File: src/rtl/dram_arbiter.sv
// Round-robin arbiter letting N_CORES cores share one single-port data RAM.
// Every access walks IDLE -> ISSUE -> CAPTURE -> DONE; the RAM read has one cycle of latency.
module dram_arbiter #(
    parameter int N_CORES = 4,
    parameter int ADDR_W  = 16,
    parameter int DATA_W  = 8
) (
    input  logic                       clk,
    input  logic                       rst,
    input  logic [N_CORES-1:0]         core_req,
    input  logic [N_CORES-1:0]         core_wr,
    input  logic [N_CORES*ADDR_W-1:0]  core_addr,
    input  logic [N_CORES*DATA_W-1:0]  core_wdata,
    output logic [N_CORES*DATA_W-1:0]  core_rdata,
    output logic [N_CORES-1:0]         core_ack,
    output logic [N_CORES-1:0]         core_status,
    output logic [ADDR_W-1:0]          mem_addr,
    output logic [DATA_W-1:0]          mem_wdata,
    output logic                       mem_wr_en,
    input  logic [DATA_W-1:0]          mem_rdata,
    output logic [15:0]                access_count
);
    localparam int IDX_W = (N_CORES > 1) ? $clog2(N_CORES) : 1;

    typedef enum logic [1:0] {
        IDLE    = 2'd0,
        ISSUE   = 2'd1,
        CAPTURE = 2'd2,
        DONE    = 2'd3
    } state_t;

    state_t                      state_q, state_d;
    logic [IDX_W-1:0]            rr_ptr_q, rr_ptr_d;
    logic [IDX_W-1:0]            grant_q, grant_d;
    logic                        wr_q, wr_d;
    logic [N_CORES-1:0]          mask_q, mask_d;
    logic [N_CORES-1:0]          core_ack_q, core_ack_d;
    logic [N_CORES*DATA_W-1:0]   core_rdata_q, core_rdata_d;
    logic [ADDR_W-1:0]           mem_addr_q, mem_addr_d;
    logic [DATA_W-1:0]           mem_wdata_q, mem_wdata_d;
    logic                        mem_wr_en_q, mem_wr_en_d;
    logic [15:0]                 access_count_q, access_count_d;

    logic [N_CORES-1:0]          eligible_s;
    logic [IDX_W-1:0]            cand_s;
    logic [IDX_W-1:0]            pick_s;
    logic                        found_s;

    // Round-robin pick: first eligible core at or after rr_ptr, wrapping around.
    // The core just served is masked for the single IDLE cycle after its DONE.
    always_comb begin
        eligible_s = core_req & ~mask_q;
        found_s    = 1'b0;
        pick_s     = '0;
        cand_s     = '0;
        for (int k = 0; k < N_CORES; k++) begin
            cand_s = IDX_W'((int'(rr_ptr_q) + k) % N_CORES);
            if (!found_s && eligible_s[cand_s]) begin
                found_s = 1'b1;
                pick_s  = cand_s;
            end else begin
                found_s = found_s;
            end
        end
    end

    // Access sequencing: next state and next value of every registered output.
    always_comb begin
        state_d        = state_q;
        rr_ptr_d       = rr_ptr_q;
        grant_d        = grant_q;
        wr_d           = wr_q;
        mask_d         = mask_q;
        core_ack_d     = '0;
        core_rdata_d   = core_rdata_q;
        mem_addr_d     = mem_addr_q;
        mem_wdata_d    = mem_wdata_q;
        mem_wr_en_d    = 1'b0;
        access_count_d = access_count_q;
        case (state_q)
            IDLE: begin
                mask_d = '0;
                if (found_s) begin
                    grant_d     = pick_s;
                    wr_d        = core_wr[pick_s];
                    mem_addr_d  = core_addr[int'(pick_s) * ADDR_W +: ADDR_W];
                    mem_wdata_d = core_wdata[int'(pick_s) * DATA_W +: DATA_W];
                    mem_wr_en_d = core_wr[pick_s];
                    state_d     = ISSUE;
                end else begin
                    state_d = IDLE;
                end
            end
            ISSUE: begin
                state_d = CAPTURE;
            end
            CAPTURE: begin
                if (!wr_q) begin
                    core_rdata_d[int'(grant_q) * DATA_W +: DATA_W] = mem_rdata;
                end else begin
                    core_rdata_d = core_rdata_q;
                end
                core_ack_d[grant_q] = 1'b1;
                state_d             = DONE;
            end
            DONE: begin
                rr_ptr_d          = (grant_q == IDX_W'(N_CORES - 1)) ? '0 : grant_q + IDX_W'(1);
                mask_d            = '0;
                mask_d[grant_q]   = 1'b1;
                access_count_d    = access_count_q + 16'd1;
                state_d           = IDLE;
            end
            default: begin
                state_d = IDLE;
            end
        endcase
    end

    // State and output registers with synchronous reset.
    always_ff @(posedge clk) begin
        if (rst) begin
            state_q        <= IDLE;
            rr_ptr_q       <= '0;
            grant_q        <= '0;
            wr_q           <= 1'b0;
            mask_q         <= '0;
            core_ack_q     <= '0;
            core_rdata_q   <= '0;
            mem_addr_q     <= '0;
            mem_wdata_q    <= '0;
            mem_wr_en_q    <= 1'b0;
            access_count_q <= 16'd0;
        end else begin
            state_q        <= state_d;
            rr_ptr_q       <= rr_ptr_d;
            grant_q        <= grant_d;
            wr_q           <= wr_d;
            mask_q         <= mask_d;
            core_ack_q     <= core_ack_d;
            core_rdata_q   <= core_rdata_d;
            mem_addr_q     <= mem_addr_d;
            mem_wdata_q    <= mem_wdata_d;
            mem_wr_en_q    <= mem_wr_en_d;
            access_count_q <= access_count_d;
        end
    end

    // A core stalls while its request is outstanding; the ack cycle and the masked cycle read as proceed.
    assign core_status  = rst ? {N_CORES{1'b1}} : ~(core_req & ~core_ack_q & ~mask_q);
    assign core_ack     = core_ack_q;
    assign core_rdata   = core_rdata_q;
    assign mem_addr     = mem_addr_q;
    assign mem_wdata    = mem_wdata_q;
    assign mem_wr_en    = mem_wr_en_q;
    assign access_count = access_count_q;

endmodule

File: config.mk
export PLATFORM = sky130hd
export DESIGN_NAME = dram_arbiter
export DESIGN_NICKNAME = d
export VERILOG_FILES = /design/src/rtl/dram_arbiter.sv
export SDC_FILE = /design/constraint.sdc
export NUM_CORES = 1
export LEC_CHECK = 0
export BUFFER_PORTS_ARGS = -buffer_cell sky130_fd_sc_hd__clkbuf_2
export CAP_MARGIN = 10
export CORE_ASPECT_RATIO = 2
export CORE_UTILIZATION = 46
export DETAILED_ROUTE_END_ITERATION = 6
export GPL_ROUTABILITY_DRIVEN = 1
export PLACE_DENSITY = 0.77
export SYNTH_ARGS = -nofsm -noshare
export SYNTH_HDL_FRONTEND = slang
export SYNTH_SLANG_ARGS = --single-unit
File: constraint.sdc
create_clock -name clk -period 2.15 [get_ports clk]
set_input_delay 0.1075 -clock clk [delete_from_list [all_inputs] [get_ports clk]]
set_output_delay 0.1075 -clock clk [all_outputs]
set_load 0.02 [all_outputs]
=== Yosys cells after proc, flatten, opt, wreduce, memory -nomap -nowiden ===
Cells that the tools add are included.

* Bits in registers: 88
* Input bits: 114
* Output and inout bits: 81
* Logic and storage cells: 81

* Add/sub/neg operators: 6
* Magnitude comparators: 7
* Equality and inequality tests: 4
* Shifts and indexed selects: 4
* Mux-type cells: 26
* Bitwise logic cells: 10
* Reductions and logical operators: 13

{| class="wikitable"
|+ Operators with widths
! cell !! count
|-
| $shiftx A64 B7 Y16 || 1
|-
| $neg A5 Y33 || 1
|-
| $shift A8 B33 Y32 const A || 1
|-
| $shiftx A8 B33 Y32 || 1
|-
| $bwmux W32 || 1
|-
| $shiftx A32 B6 Y8 || 1
|-
| $lt A2 B3 Y1 const B || 6
|-
| $add A16 B1 Y16 const B || 1
|-
| $and A4 B4 Y4 || 3
|-
| $not A4 Y4 || 3
|-
| $mux W1 || 11
|-
| $bmux W1 S2 || 5
|-
| $mux W2 || 5
|-
| $pmux W2 S4 || 1
|-
| $pmux W4 S2 || 1
|-
| $eq A2 B2 Y1 const B || 3
|-
| $add A2 B1 Y2 const B || 2
|-
| $add A2 B2 Y2 const B || 2
|-
| $logic_and A1 B1 Y1 || 4
|-
| $mux W4 || 1
|-
| $not A1 Y1 || 4
|-
| $reduce_and A2 Y1 || 2
|-
| $logic_not A1 Y1 || 3
|-
| $reduce_or A3 Y1 || 1
|-
| 6 further kinds || 6
|}

=== Logic depth before layout (Yosys ltp) ===
* Depth in word-level cells: 16
* Depth in mapped cells: 8
* Mapped depth without buffers: 7

=== Worst setup path before layout ===
OpenSTA, ideal clock, no wires.

* Kind: reg-to-reg
* Start: register grant_q[0]
* End: register core_rdata_q[24], in the netlist core_rdata[24]
* Setup time: 0.066 ns
* Arrival time: 1.800 ns
* Slack: 0.283 ns
* Stages on the path, launching flop included: 6
* Path buffers: 0
* Period minus slack after synthesis: 1.867 ns
* Path through: dfxtp_1 inv_1 ha_1 nor4_2 a22oi_1 nor2_1

* Word-level cells in the longest chain between the ends: 3
* Elaborated cells on any way between the ends: 4
* Those cells by class: add/sub: 1; shift: 2; mux: 1

{| class="wikitable"
|+ Ends and longest elaborated chain
! what !! line !! text
|-
| from (decl) || 34 || <nowiki>logic [IDX_W-1:0] grant_q, grant_d;</nowiki>
|-
| from (signal assigned) || 136 || <nowiki>grant_q <= grant_d;</nowiki>
|-
| $neg A5 Y33 * || 99 || <nowiki>core_rdata_d[int'(grant_q) * DATA_W +: DATA_W] = mem_rdata;</nowiki>
|-
| $shiftx A8 B33 Y32 or $shift A8 B33 Y32 (tied branches) || 99 ||
|-
| $bwmux W32 * || 99 ||
|-
| to (signal assigned) || 140 || <nowiki>core_rdata_q <= core_rdata_d;</nowiki>
|-
| to (decl) || 38 || <nowiki>logic [N_CORES*DATA_W-1:0] core_rdata_q, core_rdata_d;</nowiki>
|}

Mark *: on every way between the ends. The rest lies on a longest branch, timed or not.
A chain may end at the register's enable or synchronous reset.

=== Worst setup path in the final report ===
* Start: register mask_q[0]
* End: register mem_addr_q[9], in the netlist mem_addr[9]

* Word-level cells in the longest chain between the ends: 15
* Elaborated cells on any way between the ends: 26
* Those cells by class: shift: 1; mux: 16; bitwise: 2; reduce/logical: 7

{| class="wikitable"
|+ Ends and longest elaborated chain
! what !! line !! text
|-
| from (decl) || 36 || <nowiki>logic [N_CORES-1:0] mask_q, mask_d;</nowiki>
|-
| from (signal assigned) || 138 || <nowiki>mask_q <= mask_d;</nowiki>
|-
| $not A4 Y4 * || 52 || <nowiki>eligible_s = core_req & ~mask_q;</nowiki>
|-
| $and A4 B4 Y4 * || 52 ||
|-
| $bmux W1 S2 || 58 || <nowiki>if (!found_s && eligible_s[cand_s]) begin</nowiki>
|-
| $mux W1 (not written as such) || 58 ||
|-
| $mux W1 || 58 ||
|-
| $logic_not A1 Y1 || 58 ||
|-
| $logic_and A1 B1 Y1 || 58 ||
|-
| $mux W1 || 58 ||
|-
| $logic_not A1 Y1 || 58 ||
|-
| $logic_and A1 B1 Y1 || 58 ||
|-
| $mux W1 || 58 ||
|-
| $logic_not A1 Y1 || 58 ||
|-
| $logic_and A1 B1 Y1 || 58 ||
|-
| $mux W2 or $mux W1 (tied branches) || 58 ||
|-
| $shiftx A64 B7 Y16 or $reduce_and A2 Y1 (tied branches) || n/a ||
|-
| to (signal assigned) || 141 || <nowiki>mem_addr_q <= mem_addr_d;</nowiki>
|-
| to (decl) || 39 || <nowiki>logic [ADDR_W-1:0] mem_addr_q, mem_addr_d;</nowiki>
|}

Mark *: on every way between the ends. The rest lies on a longest branch, timed or not. The select of a mux whose other input is x is not followed.

==> results.json <==
{
  "critPathKind": "register to register",
  "avgSynthCellArea_um2": 9.68,
  "routed_wl_mm": 11.5,
  "busiest_layer": "met2",
  "grt_pass1_vias": 3723,
  "dp.cells": 701,
  "gp_congestion": 0.826,
  "synth-seq-cells": 88,
  "r2r_slack_ns": 0.20,
  "hpwl_mm": 8.97,
  "antenna_found_initial": 0,
  "io_pins": 195,
  "clock_latency_ns": 0.33,
  "drc": 0,
  "nets": 739,
  "post_cts_buffers": 0,
  "num_rows": 48,
  "fp.coreArea_um2": 8590,
  "slew_headroom_pct": 66.4,
  "drt_iter0_drc": 132,
  "r2r_start": "mask_q[0]$_SDFFE_PP0P_",
  "clock-sinks": 88,
  "drive_gt1_share_pct": 37.8,
  "die_w_um": 68.3,
  "grt_util_met2_pct": 44.3,
  "worst-r2r-cell-count": 6,
  "worstPathArrival_ns": 2.14,
  "root_buffer": "clkbuf_16",
  "drv_slew": 0,
  "area_growth_syn_to_layout_pct": 34.5,
  "fin_crit_sh_pct": 90.5,
  "r2r-end": "mem_addr[9]$_SDFFE_PP0P_",
  "vias": 3897,
  "post_drt_wl_per_cell_um": 16.0,
  "min_period_ns": 1.95,
  "synth_edf_count": 0,
  "hold_viol": 0,
  "path_clk_slew_ns": 0.06,
  "grt_usage_pct": 25.1,
  "status": "finished, final reports clean",
  "power.density_nw_per_um2": 731,
  "grt.overflow.total": 0,
  "startpoint": "mask_q[0]$_SDFFE_PP0P_",
  "synth_nets": 545,
  "grt_pass1_wl_mm": 17.3,
  "final_cells": 717,
  "n_antenna_cell": 0,
  "synthTopCellsByArea": "dfxtp_1 (44%), mux2i_1 (13%), a22oi_1 (6.9%)",
  "numCtsBuffers": 9,
  "whs_ns": 0.0687,
  "total_power_uw": 3980,
  "cts_tree": "built",
  "synth-main-ff-cell": "dfxtp_1",
  "grt_max_degree": 49,
  "endpoint": "mem_addr[9]$_SDFFE_PP0P_",
  "synth_top_area_share_pct": 43.6,
  "cp.required_ns": 2.35,
  "synthesis.area_um2": 4050,
  "hold_buffers": 0,
  "synth_top_area_cell": "dfxtp_1",
  "dieArea_um2": 9200,
  "synth_cell_type_count": 41,
  "fin_area_um2": 5440,
  "initial_utilization_pct": 47.1,
  "htree_levels": 3,
  "clock_path_buffers": 2,
  "vias_per_cell": 5.44,
  "final_antenna_net_count": 0,
  "portBuffers": 194,
  "finClkSkew_ns": 0.00828,
  "fin_setup_tns_ns": 0,
  "tightest_slew_ns": 0.501,
  "grt_util_met3_pct": 8.78,
  "leakage_uw": 0.00244,
  "drv_cap": 0,
  "hp-class": "input port to register",
  "drt_pass1_iterations": 4,
  "seq_area_frac_synth_pct": 43.6,
  "endpoint_kind": "register",
  "max_freq_mhz": 514,
  "critPathMaxFanout": 48,
  "die_y_um": 135,
  "rsz0062_at_grt": "no",
  "finalSetupViolCount": 0,
  "place_area_um2": 5130,
  "synthArstFlopShare_pct": 0,
  "grt_use_met1_pct": 23.6,
  "netlist_instances": 418,
  "start_kind": "register",
  "ys_warn_count": 0,
  "ir_drop_v": 0.000508
}
==> stage by stage <==
stage	setup slack (ns)	utilization (%)
after floorplan	0.283	-
after CTS	0.139	63.2
after detailed placement	0.163	59.8
after global routing	0.0431	63.3
final	0.204	63.3
after global placement	0.248	59.8
==> sequential cells by signal, indices dropped and copies added (netlist names) <==
name and cells:
access_count 16, mem_wdata 8, mem_addr 16, grant_q 2, wr_q 1, mem_wr_en 1
rr_ptr_q 2, mask_q 4, core_rdata 32, state_q 2, core_ack 4
==> routing by layer <==
| layer | vias up | share of wire, % |
|---|---|---|
| li1 | 1896 | - |
| met1 | 1788 | 35 |
| met2 | 184 | 53 |
| met3 | 29 | 8.6 |
| met4 | 0 | 3.4 |
| met5 | - | 0 |
==> synth_stat cells, types with 2 or more instances <==
library cell	count
dfxtp_1	88
nor2_1	61
mux2i_1	51
nand2_1	38
a22oi_1	37
o221ai_1	23
ha_1	13
buf_2	10
clkbuf_1	10
nor2b_1	7
xor2_1	7
xnor2_1	6
and2_1	5
a21oi_1	4
inv_1	4
nand2b_1	4
nand3_1	4
nand3b_1	4
or3_1	4
buf_6	3
nand4_1	3
nor3_1	3
o21ai_0	3
and3_1	2
and4_1	2
nor2b_2	2
nor3b_1	2
nor4b_2	2
o2111ai_1	2
o211ai_1	2
o21ai_1	2
==> report_power, final <==
group | total (µW) | internal (µW) | switching [µW] | leakage (µW)
logic | 669 | 282 | 388 | 0.00158
registers | 1760 | 1710 | 45.0 | 0.000715
clock network | 1550 | 930 | 623 | 0.000145
==> cell families (layout without fill, tap and decap cells) <==
| kind of cell | Yosys count | count (layout) | share of synthesized area [%] |
|---|---|---|---|
| xor+xnor | 13 | 13 | 2.81 |
| simple gates | 148 | 148 | 18.2 |
| buf+inv | 28 | 227 | 3.56 |
| compound gates | 77 | 77 | 15.2 |
| mux | 51 | 51 | 12.6 |
| fa+ha+maj | 13 | 13 | 4.02 |
| flops | 88 | 88 | 43.6 |
==> placed cells by master (no fill, tap or decap), types with 7 or more instances in the layout <==
cell type and count:
clkbuf_2 194, dfxtp_1 88, nor2_1 60, mux2i_1 51, nand2_1 38, a22oi_1 37, o221ai_1 23, ha_1 13
buf_4 12, clkbuf_16 9, xor2_1 7
==> final cells by class <==
cell class                      count  area, µm²
Clock buffer                       11        243
Timing Repair Buffer              207       1080
Tap cell                          100        125
Inverter                            4       15.0
Multi-Input combinational cell    302       2160
Sequential cell                    88       1760
Fill cell                         733       3150
Clock inverter                      5       56.3
==> worst min-delay path by stage <==
stage	startpoint	to	cells past startpoint
2_1_floorplan	mem_rdata[0]	core_rdata[0]$_SDFFE_PP0P_	2
3_3_place_gp	core_addr[30]	mem_addr[14]$_SDFFE_PP0P_	3
3_5_place_dp	core_addr[30]	mem_addr[14]$_SDFFE_PP0P_	3
4_1_cts	core_addr[30]	mem_addr[14]$_SDFFE_PP0P_	3
5_1_grt	core_addr[30]	mem_addr[14]$_SDFFE_PP0P_	3
6_report	core_addr[30]	mem_addr[14]$_SDFFE_PP0P_	3
==> critical path, stage by stage, from the launching register on <==
cell and delay [ns]:
dfxtp_1 0.34, or3b_1 0.38, a21oi_1 0.34, nor2_4 0.06, buf_12 0.22, mux2i_1 0.29
o221ai_1 0.16
==> what timing repair did <==
| action | in CTS | in global routing |
|---|---|---|
| setup endpoints to repair | 0 | 8 |
| endpoints found under the hold margin | 0 | 0 |
| gates resized for setup | 0 | 1 |
(Power assumes the default switching activity.)
